$ cat config.mk
export PLATFORM = sky130hd
export DESIGN_NAME = rv32i_prog_loader
export DESIGN_NICKNAME = d
export VERILOG_FILES = /design/src/rtl/rv32i_loader_pkg.sv /design/src/rtl/rv32i_instr_encoder.sv /design/src/rtl/rv32i_prog_loader.sv
export SDC_FILE = /design/constraint.sdc
export NUM_CORES = 1
export LEC_CHECK = 0
export CAP_MARGIN = 20
export CELL_PAD_IN_SITES_DETAIL_PLACEMENT = 0
export CELL_PAD_IN_SITES_GLOBAL_PLACEMENT = 1
export CORE_ASPECT_RATIO = 1.5
export CORE_MARGIN = 3
export CORE_UTILIZATION = 30
export CTS_BUF_LIST = sky130_fd_sc_hd__clkbuf_4 sky130_fd_sc_hd__clkbuf_8
export DETAILED_ROUTE_END_ITERATION = 10
export PLACE_DENSITY_LB_ADDON = 0.1
export SYNTH_ARGS = -nofsm -noshare
export SYNTH_HDL_FRONTEND = slang
export SYNTH_SLANG_ARGS = --single-unit
$ cat constraint.sdc
create_clock -name clk -period 1.9 [get_ports clk]
set_input_delay 0.38 -clock clk [delete_from_list [all_inputs] [get_ports clk]]
set_output_delay 0.38 -clock clk [all_outputs]
set_load 0.03 [all_outputs]
$ cat src/rtl/rv32i_loader_pkg.sv
// Shared types and RV32I encoding constants for the boot-time program loader.
package rv32i_loader_pkg;

   typedef enum logic [2:0] {
      K_ADDI = 3'd0,
      K_ADD  = 3'd1,
      K_BNE  = 3'd2,
      K_LW   = 3'd3,
      K_SW   = 3'd4,
      K_LUI  = 3'd5
   } instr_kind_t;

   localparam logic [6:0] OP_IMM    = 7'b0010011;
   localparam logic [6:0] OP_REG    = 7'b0110011;
   localparam logic [6:0] OP_LOAD   = 7'b0000011;
   localparam logic [6:0] OP_STORE  = 7'b0100011;
   localparam logic [6:0] OP_BRANCH = 7'b1100011;
   localparam logic [6:0] OP_LUI    = 7'b0110111;

   localparam logic [2:0] F3_ADD = 3'b000;
   localparam logic [2:0] F3_LSW = 3'b010;
   localparam logic [2:0] F3_BNE = 3'b001;
   localparam logic [6:0] F7_ADD = 7'b0000000;

   typedef enum logic [1:0] {
      E_NONE = 2'd0,
      E_KIND = 2'd1,
      E_IMM  = 2'd2,
      E_FULL = 2'd3
   } loader_err_t;

   typedef enum logic [1:0] {
      S_LOAD = 2'd0,
      S_DONE = 2'd1,
      S_ERR  = 2'd2
   } loader_state_t;

   // True when bits [31:lsb] are a pure sign extension (all ones or all zeros).
   function automatic logic sext_ok12(input logic [31:0] v);
      return (&v[31:11]) | ~(|v[31:11]);
   endfunction

   function automatic logic sext_ok13(input logic [31:0] v);
      return (&v[31:12]) | ~(|v[31:12]);
   endfunction

endpackage

$ cat src/rtl/rv32i_instr_encoder.sv
// Combinational symbolic-to-RV32I encoder with immediate range/alignment check.
module rv32i_instr_encoder
   import rv32i_loader_pkg::*;
(
   input  logic [2:0]  i_kind,
   input  logic [4:0]  i_rd,
   input  logic [4:0]  i_rs1,
   input  logic [4:0]  i_rs2,
   input  logic [31:0] i_imm,
   output logic [31:0] o_word,
   output logic        o_illegal_kind,
   output logic        o_imm_bad
);

   always_comb begin
      o_word         = '0;
      o_illegal_kind = 1'b0;
      o_imm_bad      = 1'b0;
      case (i_kind)
         K_ADDI: begin
            o_word    = {i_imm[11:0], i_rs1, F3_ADD, i_rd, OP_IMM};
            o_imm_bad = ~sext_ok12(i_imm);
         end
         K_ADD:
            o_word = {F7_ADD, i_rs2, i_rs1, F3_ADD, i_rd, OP_REG};
         K_BNE: begin
            // B-type scatters the halfword offset; bit 0 must be zero.
            o_word    = {i_imm[12], i_imm[10:5], i_rs2, i_rs1, F3_BNE,
                         i_imm[4:1], i_imm[11], OP_BRANCH};
            o_imm_bad = ~sext_ok13(i_imm) | i_imm[0];
         end
         K_LW: begin
            o_word    = {i_imm[11:0], i_rs1, F3_LSW, i_rd, OP_LOAD};
            o_imm_bad = ~sext_ok12(i_imm);
         end
         K_SW: begin
            o_word    = {i_imm[11:5], i_rs2, i_rs1, F3_LSW, i_imm[4:0], OP_STORE};
            o_imm_bad = ~sext_ok12(i_imm);
         end
         K_LUI: begin
            o_word    = {i_imm[31:12], i_rd, OP_LUI};
            o_imm_bad = |i_imm[11:0];
         end
         default:
            o_illegal_kind = 1'b1;
      endcase
   end

endmodule

$ cat src/rtl/rv32i_prog_loader.sv
// Streams encoded instructions into imem from address 0 and holds the core in
// reset until the program is complete.
module rv32i_prog_loader
   import rv32i_loader_pkg::*;
#(
   parameter int ADDR_WIDTH = 8
) (
   input  logic                  clk,
   input  logic                  rst,
   input  logic                  in_valid,
   output logic                  in_ready,
   input  logic [2:0]            in_kind,
   input  logic [4:0]            in_rd,
   input  logic [4:0]            in_rs1,
   input  logic [4:0]            in_rs2,
   input  logic [31:0]           in_imm,
   input  logic                  in_last,
   output logic                  mem_we,
   output logic [ADDR_WIDTH+1:0] mem_addr,
   output logic [31:0]           mem_wdata,
   output logic                  cpu_rst_hold,
   output logic                  done,
   output logic                  err,
   output logic [1:0]            err_code
);

   loader_state_t         r_state, w_state_nxt;
   loader_err_t           r_err_code, w_err_nxt;
   logic [ADDR_WIDTH-1:0] r_cnt;
   logic                  r_we;
   logic [ADDR_WIDTH+1:0] r_addr;
   logic [31:0]           r_wdata;
   logic                  r_fin;
   logic                  r_full;

   logic [31:0] w_word;
   logic        w_illegal, w_imm_bad, w_xfer, w_fault, w_wr, w_at_end;

   rv32i_instr_encoder u_enc (
      .i_kind         (in_kind),
      .i_rd           (in_rd),
      .i_rs1          (in_rs1),
      .i_rs2          (in_rs2),
      .i_imm          (in_imm),
      .o_word         (w_word),
      .o_illegal_kind (w_illegal),
      .o_imm_bad      (w_imm_bad)
   );

   // r_fin closes the input for the cycle in which the final write is on the bus.
   assign in_ready = (r_state == S_LOAD) && !r_fin;
   assign w_xfer   = in_valid && in_ready;
   assign w_fault  = w_illegal || w_imm_bad;
   assign w_wr     = w_xfer && !w_fault;
   assign w_at_end = &r_cnt;

   always_comb begin
      w_state_nxt = r_state;
      w_err_nxt   = r_err_code;
      if (r_state == S_LOAD) begin
         if (r_fin) begin
            w_state_nxt = r_full ? S_ERR : S_DONE;
            if (r_full) w_err_nxt = E_FULL;
         end else if (w_xfer && w_fault) begin
            w_state_nxt = S_ERR;
            w_err_nxt   = w_illegal ? E_KIND : E_IMM;
         end
      end
   end

   always_ff @(posedge clk) begin
      if (rst) begin
         r_state    <= S_LOAD;
         r_err_code <= E_NONE;
         r_cnt      <= '0;
         r_we       <= 1'b0;
         r_addr     <= '0;
         r_wdata    <= '0;
         r_fin      <= 1'b0;
         r_full     <= 1'b0;
      end else begin
         r_state    <= w_state_nxt;
         r_err_code <= w_err_nxt;
         r_we       <= w_wr;
         if (w_wr) begin
            r_addr  <= {r_cnt, 2'b00};
            r_wdata <= w_word;
            r_cnt   <= r_cnt + 1'b1;
            r_fin   <= in_last || w_at_end;
            r_full  <= !in_last && w_at_end;
         end
      end
   end

   assign mem_we       = r_we;
   assign mem_addr     = r_addr;
   assign mem_wdata    = r_wdata;
   assign done         = (r_state == S_DONE);
   assign err          = (r_state == S_ERR);
   assign cpu_rst_hold = (r_state != S_DONE);
   assign err_code     = r_err_code;

endmodule

==> metrics.md <==
| Metric | Value |
|---|---|
| Die W | `85.7 microns` |
| Multi-input gate area | `1910 sq um` |
| Post-synth EDFFs | `0` |
| Net Switching | `0.000941 W` |
| Worst path cell trace | `dlygate4sd2_1 -> nor4_2 -> nand3_1 -> a22oi_2 -> buf_6 -> o21ai_4 -> or4_4 -> a21oi_2` |
| Synthesized cell area | `2860 sq um` |
| Syn Area/Cell | `8.47 sq um` |
| Worst path bufs/invs | `2` |
| VDD IR max | `353 uV` |
| Largest net degree at the start of global routing | `30` |
| Internal power | `0.00188 W` |
| Status | `complete, no violations` |
| WL/cell | `18.0 microns` |
| Crit end category | `flop` |
| GPL Wtd Cong | `0.839` |
| Post-synth top flop | `dfxtp_1` |
| Reg clk slew, reported paths | `0.11 ns` |
| Max-slew violations | `0` |
| Share of power burned in registers | `42.6%` |
| Die area | `10,800 sq um` |
| IO Port Bufs | `99` |
| Setup TNS | `0 ns` |
| Vias | `3,279` |
| Pleak | `1.79 nW` |
| WP data required | `2.16 ns` |
| Worst Skew | `0.00775 ns` |
| CTS buffer count | `5` |
| Fraction of registers with async set or reset after synthesis | `0%` |
| Root buf cell | `clkbuf_8` |
| Hold Vio Cnt, Final | `0` |
| Die height | `126 microns` |
| Util after Layout | `51.6%` |
| Drt pass-1 iters | `4` |
| Cts hold-fix bufs | `0` |
| Post-Synthesis Cells | `338` |
| Pre-CTS setup slack | `-0.758 ns` |
| Reg area | `1060 sq um` |
| Synth unique cells | `53` |
| Layout area overhead | `66.9%` |
| Tot Pwr | `0.00282 W` |
| Initial DRC count | `97` |
| Share of cells above drive strength 1 | `31.3%` |
| Ant diodes | `0` |
| Residual DRC | `0` |
| Yosys synthesis warning count | `0` |
| Placed Area | `4470 sq um` |
| Sequential share of the synthesized area | `37.1%` |
| Initial Utilization | `30.9%` |
| Worst Path Arrival | `2.09 ns` |
| WL final | `10,900 microns` |
| Core area | `9250 sq um` |
| RSZ-0062 raised after global routing | `false` |
| HP Class | `primary input to flop` |
| Worst setup margin | `0.0741 ns` |
| GRT Resource Usage Total | `19.9%` |
| Via density | `5.43` |
| Clock Tree Buf Depth | `2` |
| Global-route wire length before repair | `17,000 microns` |
| Leading cell type in the layout, fill and taps excluded | `buf_4` |
| Max Cap Viol | `0` |
| Crit start category | `primary input` |
| Slowest CP cell | `or4_4` |
| FILL cells | `894` |
| Initial antenna violation count | `0` |
| Period utilization | `96.1%` |
| CTS tree | `built` |
| Final Cell Area | `4780 sq um` |
| Worst-Skew Late Latency | `0.31 ns` |
| DP Wirelength | `8480 microns` |
| Power Dens Cells | `590 nW/um^2` |
| Num ports | `103` |
| Rows | `43` |
| Vias in the first global route | `3,362` |
| Crit path largest cell delay | `0.52 ns` |
| Max Clock Freq | `548 MHz` |
| H-tree Lvls | `2` |
| Synth Register Bits | `53` |
| Sw Share | `33.4%` |
| Tmin final | `1.83 ns` |
| Comb pwr share | `33.4%` |
| Final setup viols | `0` |
| Critical path peak fanout | `7` |
| Final net count | `546` |
| Final ANT Viol Nets | `0` |
| Most frequent cells in the layout | `buf_4 (66), clkdlybuf4s50_1 (59), dfxtp_1 (53), a21oi_1 (41), o21ai_0 (19)` |
| GRT Residual Overflow | `0` |
| Clock power frac | `24.0%` |
| Cell family with most CP delay | `simple AND/OR/NAND/NOR gates` |
| CP Class | `primary input to flop` |
| Clock Sinks | `53` |
-- cell type report --
type / instances / area share, %
multi-input combinational: 250 / 40.1
inverter: 6 / 0.471
clock buffer: 6 / 1.60
clock inverter: 2 / 0.314
tap: 112 / 2.93
timing repair buffer: 175 / 32.4
sequential: 53 / 22.2
-- through the flow --
stage	std cells	hold WS (ns)
finish	604	0.335
global route	604	0.348
CTS	604	0.319
detailed placement	593	0.462
global placement	593	0.454
floorplan	340	0.455
-- registers in the layout (all words and copies together), names as in the netlist --
register	flops
r_cnt	8
r_state	2
mem_wdata	30
r_fin	1
mem_addr	8
err_code	2
r_full	1
mem_we	1
-- synthesized netlist by cell type, drive strengths merged, types with 2 or more instances --
cell type | count | area [sq um]
o22a | 5 | 43.8
nor2 | 12 | 47.6
nor4 | 9 | 68.8
buf | 21 | 128
a2bb2oi | 2 | 17.5
or3 | 2 | 12.5
and2 | 2 | 12.5
o21ai | 23 | 123
nand3 | 18 | 90.1
o211ai | 2 | 15.0
a221oi | 2 | 17.5
a31o | 2 | 17.5
dfxtp | 53 | 1060
mux2i | 16 | 160
clkbuf | 11 | 41.3
nor3b | 2 | 15.0
a211oi | 18 | 135
and3 | 2 | 12.5
nand2 | 17 | 66.3
nor3 | 6 | 30.0
clkinv | 3 | 11.3
o41ai | 3 | 26.3
o21a | 6 | 45.0
inv | 3 | 11.3
nand2b | 2 | 12.5
or4 | 3 | 22.5
nor2b | 2 | 12.5
or4b | 2 | 20.0
a22o | 11 | 96.3
o31ai | 4 | 30.0
nand4 | 5 | 31.3
a22oi | 12 | 95.1
a21oi | 46 | 234
-- repair_timing --
item,CTS,global route
resized for setup,91,54
endpoints found under the setup margin,56,45
cloned,1,0
hold endpoints to repair,0,0
pin swaps,24,27
buffers inserted,2,0
-- kinds of logic after synthesis --
| logic type | Yosys count | share of synthesized area (%) |
|---|---|---|
| AOI/OAI and AO/OA | 143 | 33.6 |
| xor gates and xnor gates | 1 | 0.306 |
| adders and majority gates | 1 | 0.437 |
| buffers and inverters | 38 | 6.69 |
| DFF | 53 | 37.1 |
| muxes | 16 | 5.60 |
| other | 1 | 0.131 |
| and+or+nand+nor | 85 | 16.1 |
-- layer usage --
layer | vias up | track usage, % | share of wire (%)
li1 | 1595 | - | -
met1 | 1577 | 23.0 | 41
met2 | 90 | 35.9 | 53
met3 | 17 | 2.95 | 4.0
met4 | 0 | 8.01 | 2.3
met5 | - | 0 | 0
-- power groups by stage --
stage	logic (W)	registers, W	clock network (W)
floorplan	0.000348	0.00131	0
global placement	0.000913	0.00122	0
detailed placement	0.000917	0.00123	0
global route	0.00100	0.00121	0.000743
finish	0.000942	0.00120	0.000676
CTS	0.000934	0.00120	0.000703
-- path summary, 6_finish.rpt --
| kind | from | endpoint | slack, ns | depth (start not counted) |
|---|---|---|---|---|
| min reg2reg | mem_wdata[10]$_SDFFE_PP0P_ | mem_wdata[10]$_SDFFE_PP0P_ | 0.47 | 2 |
| max | in_imm[3] | r_cnt[7]$_SDFFE_PP0P_ | 0.07 | 8 |
| min | rst | mem_wdata[24]$_SDFFE_PP0P_ | 0.33 | 2 |
| max reg2reg | r_state[1]$_SDFFE_PP0P_ | r_cnt[4]$_SDFFE_PP0P_ | 0.14 | 6 |
Note: power is estimated with default switching activity, not from simulation.
